**src/rtl/dm_memory_map_pkg.sv**
```systemverilog
// Peripheral memory map and shared types for the debug-module bus arbiter.
// The address decoder and the arbiter state encoding live here.
package dm_memory_map_pkg;

  localparam logic [31:0] SRAM_BASE  = 32'h0000_0000;
  localparam logic [31:0] SRAM_LEN   = 32'h0040_0000;
  localparam logic [31:0] DEBUG_BASE = 32'h1A11_0000;
  localparam logic [31:0] DEBUG_LEN  = 32'h0000_1000;
  localparam logic [31:0] UART_BASE  = 32'h1A33_0000;
  localparam logic [31:0] UART_LEN   = 32'h0000_0010;
  localparam logic [31:0] JD_BASE    = 32'h1A44_0000;
  localparam logic [31:0] JD_LEN     = 32'h0000_0008;

  typedef enum logic [1:0] {
    SLV_SRAM  = 2'd0,
    SLV_DEBUG = 2'd1,
    SLV_UART  = 2'd2,
    SLV_JD    = 2'd3
  } slv_idx_e;

  typedef struct packed {
    logic     hit;
    slv_idx_e idx;
  } dec_t;

  typedef enum logic [1:0] {
    IDLE = 2'd0,
    ADDR = 2'd1,
    RESP = 2'd2,
    ERR  = 2'd3
  } arb_state_e;

  // Wrapping subtraction: addresses below base become huge and fail the check.
  function automatic logic in_range(input logic [31:0] addr, input logic [31:0] base,
                                    input logic [31:0] len);
    logic [31:0] off;
    off = addr - base;
    return (off < len);
  endfunction

  function automatic dec_t decode_addr(input logic [31:0] addr);
    dec_t d;
    d.hit = 1'b1;
    d.idx = SLV_SRAM;
    if (in_range(addr, SRAM_BASE, SRAM_LEN))        d.idx = SLV_SRAM;
    else if (in_range(addr, DEBUG_BASE, DEBUG_LEN)) d.idx = SLV_DEBUG;
    else if (in_range(addr, UART_BASE, UART_LEN))   d.idx = SLV_UART;
    else if (in_range(addr, JD_BASE, JD_LEN))       d.idx = SLV_JD;
    else                                            d.hit = 1'b0;
    return d;
  endfunction

endpackage

```
**src/rtl/dm_rr_arbiter2.sv**
```systemverilog
// Two-way round-robin winner selection; the preference flips away from
// whichever master was just granted.
module dm_rr_arbiter2 (
  input  logic       i_clk,
  input  logic       i_rst_n,
  input  logic [1:0] i_req,
  input  logic       i_accept,
  input  logic       i_acc_idx,
  output logic       o_vld,
  output logic       o_idx
);

  logic r_rr;

  always_ff @(posedge i_clk) begin
    if (!i_rst_n) begin
      r_rr <= 1'b0;
    end else if (i_accept) begin
      r_rr <= ~i_acc_idx;
    end
  end

  always_comb begin
    o_vld = |i_req;
    o_idx = i_req[1];
    if (i_req == 2'b11) begin
      o_idx = r_rr;
    end
  end

endmodule

```
**src/rtl/dm_periph_bus_arbiter.sv**
```systemverilog
// Shares the peripheral bus between the core data port and the DM system-bus
// port; one transaction in flight, local error for unmapped or hung targets.
module dm_periph_bus_arbiter
  import dm_memory_map_pkg::*;
#(
  parameter int unsigned NrMst         = 2,
  parameter int unsigned NrSlv         = 4,
  parameter int unsigned TimeoutCycles = 255,
  parameter logic [31:0] ErrRdata      = 32'hBADC_AB1E
) (
  input  logic                   clk_i,
  input  logic                   rst_ni,
  input  logic [NrMst-1:0]       m_req_i,
  output logic [NrMst-1:0]       m_gnt_o,
  input  logic [NrMst-1:0][31:0] m_addr_i,
  input  logic [NrMst-1:0]       m_we_i,
  input  logic [NrMst-1:0][3:0]  m_be_i,
  input  logic [NrMst-1:0][31:0] m_wdata_i,
  output logic [NrMst-1:0]       m_rvalid_o,
  output logic [NrMst-1:0][31:0] m_rdata_o,
  output logic [NrMst-1:0]       m_err_o,
  output logic [NrSlv-1:0]       s_req_o,
  input  logic [NrSlv-1:0]       s_gnt_i,
  output logic [31:0]            s_addr_o,
  output logic                   s_we_o,
  output logic [3:0]             s_be_o,
  output logic [31:0]            s_wdata_o,
  input  logic [NrSlv-1:0]       s_rvalid_i,
  input  logic [NrSlv-1:0][31:0] s_rdata_i,
  input  logic [NrSlv-1:0]       s_err_i
);

  localparam int unsigned CntW = (TimeoutCycles > 2) ? $clog2(TimeoutCycles) : 1;

  arb_state_e      r_state, w_state_d;
  logic            r_mst, w_mst_d;
  logic [1:0]      r_slv, w_slv_d;
  logic [CntW-1:0] r_cnt, w_cnt_d;

  logic            w_win_vld, w_win;
  logic            w_accept, w_acc_mst;
  logic            w_drive, w_drv_mst;
  logic [1:0]      w_drv_slv;
  dec_t            w_dec;

  dm_rr_arbiter2 u_rr (
    .i_clk     (clk_i),
    .i_rst_n   (rst_ni),
    .i_req     (m_req_i),
    .i_accept  (w_accept),
    .i_acc_idx (w_acc_mst),
    .o_vld     (w_win_vld),
    .o_idx     (w_win)
  );

  assign w_dec = decode_addr(m_addr_i[w_win]);

  always_comb begin
    w_state_d  = r_state;
    w_mst_d    = r_mst;
    w_slv_d    = r_slv;
    w_cnt_d    = '0;
    w_accept   = 1'b0;
    w_acc_mst  = 1'b0;
    w_drive    = 1'b0;
    w_drv_mst  = 1'b0;
    w_drv_slv  = '0;
    m_gnt_o    = '0;
    m_rvalid_o = '0;
    m_rdata_o  = '0;
    m_err_o    = '0;
    s_req_o    = '0;
    s_addr_o   = '0;
    s_we_o     = 1'b0;
    s_be_o     = '0;
    s_wdata_o  = '0;

    // Outputs are held quiet for as long as reset is asserted.
    if (rst_ni) begin
      unique case (r_state)
        IDLE: begin
          if (w_win_vld) begin
            w_mst_d = w_win;
            w_slv_d = w_dec.idx;
            if (w_dec.hit) begin
              w_drive   = 1'b1;
              w_drv_mst = w_win;
              w_drv_slv = w_dec.idx;
              if (s_gnt_i[w_dec.idx]) begin
                m_gnt_o[w_win] = 1'b1;
                w_accept       = 1'b1;
                w_acc_mst      = w_win;
                w_state_d      = RESP;
              end else begin
                w_state_d = ADDR;
              end
            end else begin
              m_gnt_o[w_win] = 1'b1;
              w_accept       = 1'b1;
              w_acc_mst      = w_win;
              w_state_d      = ERR;
            end
          end
        end
        ADDR: begin
          w_drive   = 1'b1;
          w_drv_mst = r_mst;
          w_drv_slv = r_slv;
          if (s_gnt_i[r_slv]) begin
            m_gnt_o[r_mst] = 1'b1;
            w_accept       = 1'b1;
            w_acc_mst      = r_mst;
            w_state_d      = RESP;
          end
        end
        RESP: begin
          if (s_rvalid_i[r_slv]) begin
            m_rvalid_o[r_mst] = 1'b1;
            m_rdata_o[r_mst]  = s_rdata_i[r_slv];
            m_err_o[r_mst]    = s_err_i[r_slv];
            w_state_d         = IDLE;
          end else if (r_cnt == CntW'(TimeoutCycles - 1)) begin
            m_rvalid_o[r_mst] = 1'b1;
            m_rdata_o[r_mst]  = ErrRdata;
            m_err_o[r_mst]    = 1'b1;
            w_state_d         = IDLE;
          end else begin
            w_cnt_d = r_cnt + CntW'(1);
          end
        end
        ERR: begin
          m_rvalid_o[r_mst] = 1'b1;
          m_rdata_o[r_mst]  = ErrRdata;
          m_err_o[r_mst]    = 1'b1;
          w_state_d         = IDLE;
        end
        default: w_state_d = IDLE;
      endcase

      if (w_drive) begin
        s_req_o[w_drv_slv] = 1'b1;
        s_addr_o           = m_addr_i[w_drv_mst];
        s_we_o             = m_we_i[w_drv_mst];
        s_be_o             = m_be_i[w_drv_mst];
        s_wdata_o          = m_wdata_i[w_drv_mst];
      end
    end
  end

  always_ff @(posedge clk_i) begin
    if (!rst_ni) begin
      r_state <= IDLE;
      r_mst   <= 1'b0;
      r_slv   <= '0;
      r_cnt   <= '0;
    end else begin
      r_state <= w_state_d;
      r_mst   <= w_mst_d;
      r_slv   <= w_slv_d;
      r_cnt   <= w_cnt_d;
    end
  end

endmodule

```
**config.mk**
```make
export PLATFORM = sky130hd
export DESIGN_NAME = dm_periph_bus_arbiter
export DESIGN_NICKNAME = d
export VERILOG_FILES = /design/src/rtl/dm_memory_map_pkg.sv /design/src/rtl/dm_rr_arbiter2.sv /design/src/rtl/dm_periph_bus_arbiter.sv
export SDC_FILE = /design/constraint.sdc
export NUM_CORES = 1
export LEC_CHECK = 0
export BUFFER_PORTS_ARGS = -buffer_cell sky130_fd_sc_hd__buf_4
export CAP_MARGIN = 0
export CELL_PAD_IN_SITES_DETAIL_PLACEMENT = 2
export CELL_PAD_IN_SITES_GLOBAL_PLACEMENT = 2
export CORE_ASPECT_RATIO = 0.75
export CORE_MARGIN = 4
export CORE_UTILIZATION = 22
export DETAILED_ROUTE_END_ITERATION = 8
export GPL_TIMING_DRIVEN = 0
export PLACE_DENSITY = 0.94
export SLEW_MARGIN = 0
export SYNTH_ARGS = -nofsm -noshare
export SYNTH_HDL_FRONTEND = slang
export SYNTH_SLANG_ARGS = --single-unit
```
**constraint.sdc**
```tcl
create_clock -name clk_i -period 5.8 [get_ports clk_i]
set_clock_uncertainty 0.05 [all_clocks]
set_input_delay 0.87 -clock clk_i [delete_from_list [all_inputs] [get_ports clk_i]]
set_output_delay 0.87 -clock clk_i [all_outputs]
set_load 0.05 [all_outputs]
```
==> impl_metrics.toml, run 1 <==
[grt]
antenna_found_initial = 2
grt_use_total_pct = 27.5
overflow = 0
grt_max_degree = 11
first_global_vias = 9368
grt_pass1_wl_um = 62400

[timing]
maxSlewViolCount = 0
hold_viol = 0
setup_ws_ns = 0.166
fin_crit_ns = 5.63
fmax_mhz = 178
worstMarginPinSlew_ns = 1.10
tns_ns = 0
setup-violations-final = 0
slew-limit-headroom_pct = 26.5
whs_ns = 0.430
min_period_over_period_pct = 97.1
rsz0062_at_grt = "no"

[detailed_routing]
routed_via_density = 5.76
vias = 8764
drtIter0Drc = 568
drc = 0
first_pass_iters = 5
wirelength_um = 42600
ant_nets = 0
post_drt_wl_per_cell_um = 28.0

[setup_path]
worst_path_most_repeated_cell = "buf_2"
crit_buf_inv = 6
critPathTopFamily = "buffers and inverters"
cp_data_arrival_time_ns = 4.71
required_ns = 4.88
worstPathMaxFanout = 10
worstSetupPathType = "in2out"
startpoint_type = "input port"
slowest_stage = "nor3b_1"
cpPeakStageDelay_ns = 0.62
path_cells = "buf_4 > buf_2 > buf_2 > buf_2 > nand4_1 > o21ai_0 > nand3_1 > nor4_4 > a21oi_1 > a21oi_2 > buf_2 > o21ai_1 > nor3b_1 > buf_4"
critPathCaptureType = "output pin"

[final_layout]
area.growth.synth_to_final_pct = 63.5
fin_area_um2 = 9380
finalNetCount = 1468
layout-drive-gt1-share_pct = 43.3
num-fill-cells = 2990
layoutNonFillerInstCount = 1522
multiInputGateArea_um2 = 4970
utilization_pct = 37.0
seqCellArea_um2 = 280

[placed_design]
dp.cells = 1516
dpl.hpwl_um = 35300
portBuffers = 415
dp_slack_ns = -0.0265
routabilityCongestion = 0.970
dpl_cell_area_um2 = 9280

[floorplan]
row_count = 50
die_area_um2 = 28800
dieWidth_um = 195
fp.dieH_um = 148
start_util_pct = 22.7
num_io_pins = 425
coreArea_um2 = 25300

[synthesis]
synth_area_leader_cell = "o211ai_1"
synth.avg_cell_area_um2 = 7.52
synth-seq-cells = 14
seq_area_frac_synth_pct = 4.88
synth_cell_types = 80
synth_top_flop_cell = "dfxtp_1"
synthTopCellsByArea = "o211ai_1 (19%), mux4_2 (14%), mux2i_1 (13%)"
synth_top_area_share_pct = 19.0
netlist_area_um2 = 5740
syn_nets = 1047
async_reset_ff_share_pct = 0
syn_inst = 763
synth_warnings = 0
synth_edf_count = 0

[cts]
cts_hold_buf = 0
htreeDepth = 1
cts_made_buffers = 3
cts_tree = "built"
clkSinkCount = 14
cts_buffer_depth = 2
clk-insertion-delay-late_ns = 0.24
cts_root_buf = "clkbuf_16"
cts.clk_slew.worst_paths_ns = 0.05

[power]
ir_drop_v = 0.0000836
p_per_area_nw_per_um2 = 117
p_total_mw = 1.10
cellLeakagePower_nw = 3.71

[run]
cap_violations = 0

[worst_hold_path]
min-delay-path-class = "reg2reg"

[status]
status = "finished clean"
cell type report:
class / count / area share [%]
plain buffers: 99 / 5.05
clock buffers: 3 / 0.800
inverters: 8 / 0.320
well taps: 338 / 4.51
repair buffers: 416 / 33.3
multi-input cells: 642 / 53.0
diodes: 2 / 0.0533
flip-flops and latches: 14 / 2.99
worst paths after layout:
path,from,to,slack [ns],cells past startpoint
worst max-delay path,m_req_i[1],s_req_o[0],0.17,14
worst max register to register,u_rr.r_rr,r_state[0],2.57,12
worst min-delay path,r_cnt[0],r_cnt[0],0.43,1
worst min register to register,r_cnt[0],r_cnt[0],0.43,1
flip-flops by register name, indices dropped and copies added, names as in the netlist:
signal and flops:
r_mst 1, u_rr.r_rr 1, r_state 2, r_cnt 8, r_slv 2
what timing repair did:
action,CTS,global route
pin swaps,0,1
gates resized for setup,3,2
setup endpoints to repair,1,2
setup buffers,0,1
power by group:
part | switching [mW] | leakage [nW] | internal (mW)
Clock | 0.0396 | 0.0370 | 0.0903
Sequential | 0.00599 | 0.114 | 0.102
Combinational | 0.539 | 3.55 | 0.323
Total | 0.584 | 3.71 | 0.515
Yosys cell counts (6+ instances only):
library cell and count:
a211oi_1 8, a21oi_1 56, buf_2 19, buf_4 7
clkbuf_1 63, dfxtp_1 14, inv_1 7, mux2_2 6
mux2i_1 77, mux4_2 35, nand2_1 40, nand2b_1 6
nand3_1 16, nand4_1 7, nor2_1 86, nor2b_1 7
nor3_1 9, nor3b_1 7, nor4_1 13, o211ai_1 145
o21ai_0 13, xnor2_1 9
logic make-up (layout without fill, tap and decap cells):
group / count (synthesis) / in the layout / synth area share [%]
buf+inv: 107 / 526 / 8.74
mux: 118 / 118 / 28.3
simple gates: 222 / 222 / 19.5
xor+xnor: 14 / 14 / 2.14
other cells: 0 / 2 / 0
compound gates: 286 / 286 / 36.0
flops: 14 / 14 / 4.88
fa+ha+maj: 2 / 2 / 0.436
placed cells by master (no fill, tap or decap), types with 6 or more instances in the layout:
cell type	n
mux2_2	6
nand2_1	40
xnor2_1	9
mux4_2	35
clkbuf_1	62
a21oi_1	55
nand4_1	7
nor3_1	9
nor3b_1	7
dfxtp_1	14
mux2i_1	76
nand3_1	16
nor4_1	13
o21ai_0	13
nand2b_1	6
o211ai_1	145
nor2_1	86
nor2b_1	7
buf_4	423
buf_2	20
a211oi_1	8
inv_1	7
layer usage:
layer	up-vias	GRT usage [%]	wire (um)
li1	3860	-	-
met1	4444	35.3	17700
met3	65	4.97	2610
met4	2	7.59	1180
met5	-	0	13
met2	393	47.6	21000
Note: power is estimated with default switching activity, not from simulation.
==> run 2, diff against run 1 <==
CORE_UTILIZATION = 19   (was 22)
PLACE_DENSITY = 0.86   (was 0.94)
clock period = 5.11 ns   (was 5.8 ns; I/O delays follow)
==> impl_metrics.toml, run 2 (synthesized netlist as in run 1, its figures left out) <==
[cts]
cts.clk_slew.worst_paths_ns = 0.05
cts_tree = "built"
htreeDepth = 1
cts_root_buf = "clkbuf_16"
clk-insertion-delay-late_ns = 0.24
cts_buffer_depth = 2
cts_hold_buf = 0
cts_made_buffers = 3
clkSinkCount = 14

[floorplan]
row_count = 54
num_io_pins = 425
die_area_um2 = 33100
start_util_pct = 19.5
fp.dieH_um = 159
dieWidth_um = 209
coreArea_um2 = 29400

[setup_path]
cpPeakStageDelay_ns = 0.55
worst_path_most_repeated_cell = "buf_4"
required_ns = 4.29
cp_data_arrival_time_ns = 4.22
worstPathMaxFanout = 10
critPathCaptureType = "output pin"
startpoint_type = "input port"
critPathTopFamily = "buffers and inverters"
path_cells = "buf_4 > clkbuf_4 > nand2_1 > clkbuf_1 > mux2_2 > xnor2_1 > o2111ai_1 > a211o_1 > o32ai_1 > a22oi_1 > nor3_1 > buf_4"
worstSetupPathType = "in2out"
slowest_stage = "clkbuf_1"
crit_buf_inv = 4

[placed_design]
dp_slack_ns = -0.449
dpl.hpwl_um = 35100
dp.cells = 1570
routabilityCongestion = 0.931
portBuffers = 415

[final_layout]
num-fill-cells = 3482
layoutNonFillerInstCount = 1579
final_common_cell = "buf_4"
finalNetCount = 1471
reg.largest.list = "r_cnt: 8 flops, r_slv: 2 flops, r_state: 2 flops"
area.growth.synth_to_final_pct = 66.5
top_register = "r_cnt"
largest_register_ff_count = 8
final_cell_mix = "buf_4 (428), o211ai_1 (145), nor2_1 (86)"
layout-drive-gt1-share_pct = 44.2

[grt]
overflow = 0
grt_max_degree = 11
grt_use_total_pct = 23.1
antenna_found_initial = 5
grt_pass1_wl_um = 60100
first_global_vias = 9115

[detailed_routing]
drc = 0
wirelength_um = 42000
drtIter0Drc = 610
ant_nets = 0
post_drt_wl_per_cell_um = 26.6
vias = 8648
first_pass_iters = 4
routed_via_density = 5.48

[power]
p_total_mw = 1.25
p_per_area_nw_per_um2 = 131
cellLeakagePower_nw = 3.73
ir_drop_v = 0.000107

[timing]
fmax_mhz = 199
fin_crit_ns = 5.03
maxSlewViolCount = 0
worstMarginPinSlew_ns = 0.887
min_period_over_period_pct = 98.5
rsz0062_at_grt = "no"
setup-violations-final = 0
setup_ws_ns = 0.0780
hold_viol = 0
slew-limit-headroom_pct = 40.9
tns_ns = 0

[status]
status = "finished clean"

[worst_hold_path]
min-delay-path-class = "reg2reg"

[run]
cap_violations = 0
## run 2: cell count changes in the layout (fill, tap and decap cells not counted), sizes merged
| cell | change |
|---|---|
| buf | +1 |
| clkbuf | +2 |
## run 2: metal layers
metal	share of wire, %	global-route usage (%)	wire length (um)	up-vias
met5	0.076	0	32	-
met3	5.9	3.88	2490	45
met2	51	41.3	21300	326
met4	2.3	5.12	954	6
met1	41	29.6	17200	4404
li1	-	-	-	3867
## run 2: final cells by class
class | count | area (um^2) | area share, %
repair buffers | 419 | 3150 | 32.9
multi-input cells | 642 | 5040 | 52.7
plain buffers | 99 | 490 | 5.13
flip-flops and latches | 14 | 280 | 2.93
diodes | 2 | 5.00 | 0.0524
well taps | 392 | 490 | 5.13
inverters | 8 | 30.0 | 0.314
clock buffers | 3 | 75.1 | 0.785
## run 2: worst paths after layout
kind / start / endpoint / slack (ns) / depth (start not counted)
min reg2reg: r_cnt[0] / r_cnt[0] / 0.44 / 1
max: m_req_i[1] / s_req_o[1] / 0.08 / 12
max reg2reg: u_rr.r_rr / u_rr.r_rr / 1.93 / 12
min: r_cnt[0] / r_cnt[0] / 0.44 / 1
## run 2: worst register-to-register path, cell delays in order (launching register included)
cell and delay (ns):
dfxtp_1 0.35, nand2b_1 0.16, buf_4 0.18, nand2_1 0.31
clkbuf_1 0.55, o211ai_1 0.18, o311a_1 0.17, o2111ai_2 0.12
buf_4 0.18, mux2_2 0.34, o21a_1 0.23, nor3_1 0.15
a211oi_1 0.07
## run 2: timing repair
item	CTS	global route
pin swaps	2	4
endpoints found under the hold margin	0	0
setup buffers	3	1
endpoints found under the setup margin	73	73
gates resized for setup	10	15
cloned	0	0
## run 2: where the power goes
part	leakage [nW]	switching (mW)	internal [mW]
sequential	0.114	0.00728	0.116
clock	0.0370	0.0463	0.103
combinational	3.58	0.604	0.373
total	3.73	0.658	0.591
## run 2: metrics by stage
| stage | hold WS, ns | area (um^2) | util [%] |
|---|---|---|---|
| 2_1_floorplan | 0.380 | 5740 | - |
| 3_3_place_gp | 0.397 | 9350 | 31.8 |
| 3_5_place_dp | 0.428 | 9350 | 31.8 |
| 4_1_cts | 0.452 | 9470 | 32.2 |
| 5_1_grt | 0.462 | 9560 | 32.5 |
| 6_report | 0.437 | 9560 | 32.5 |
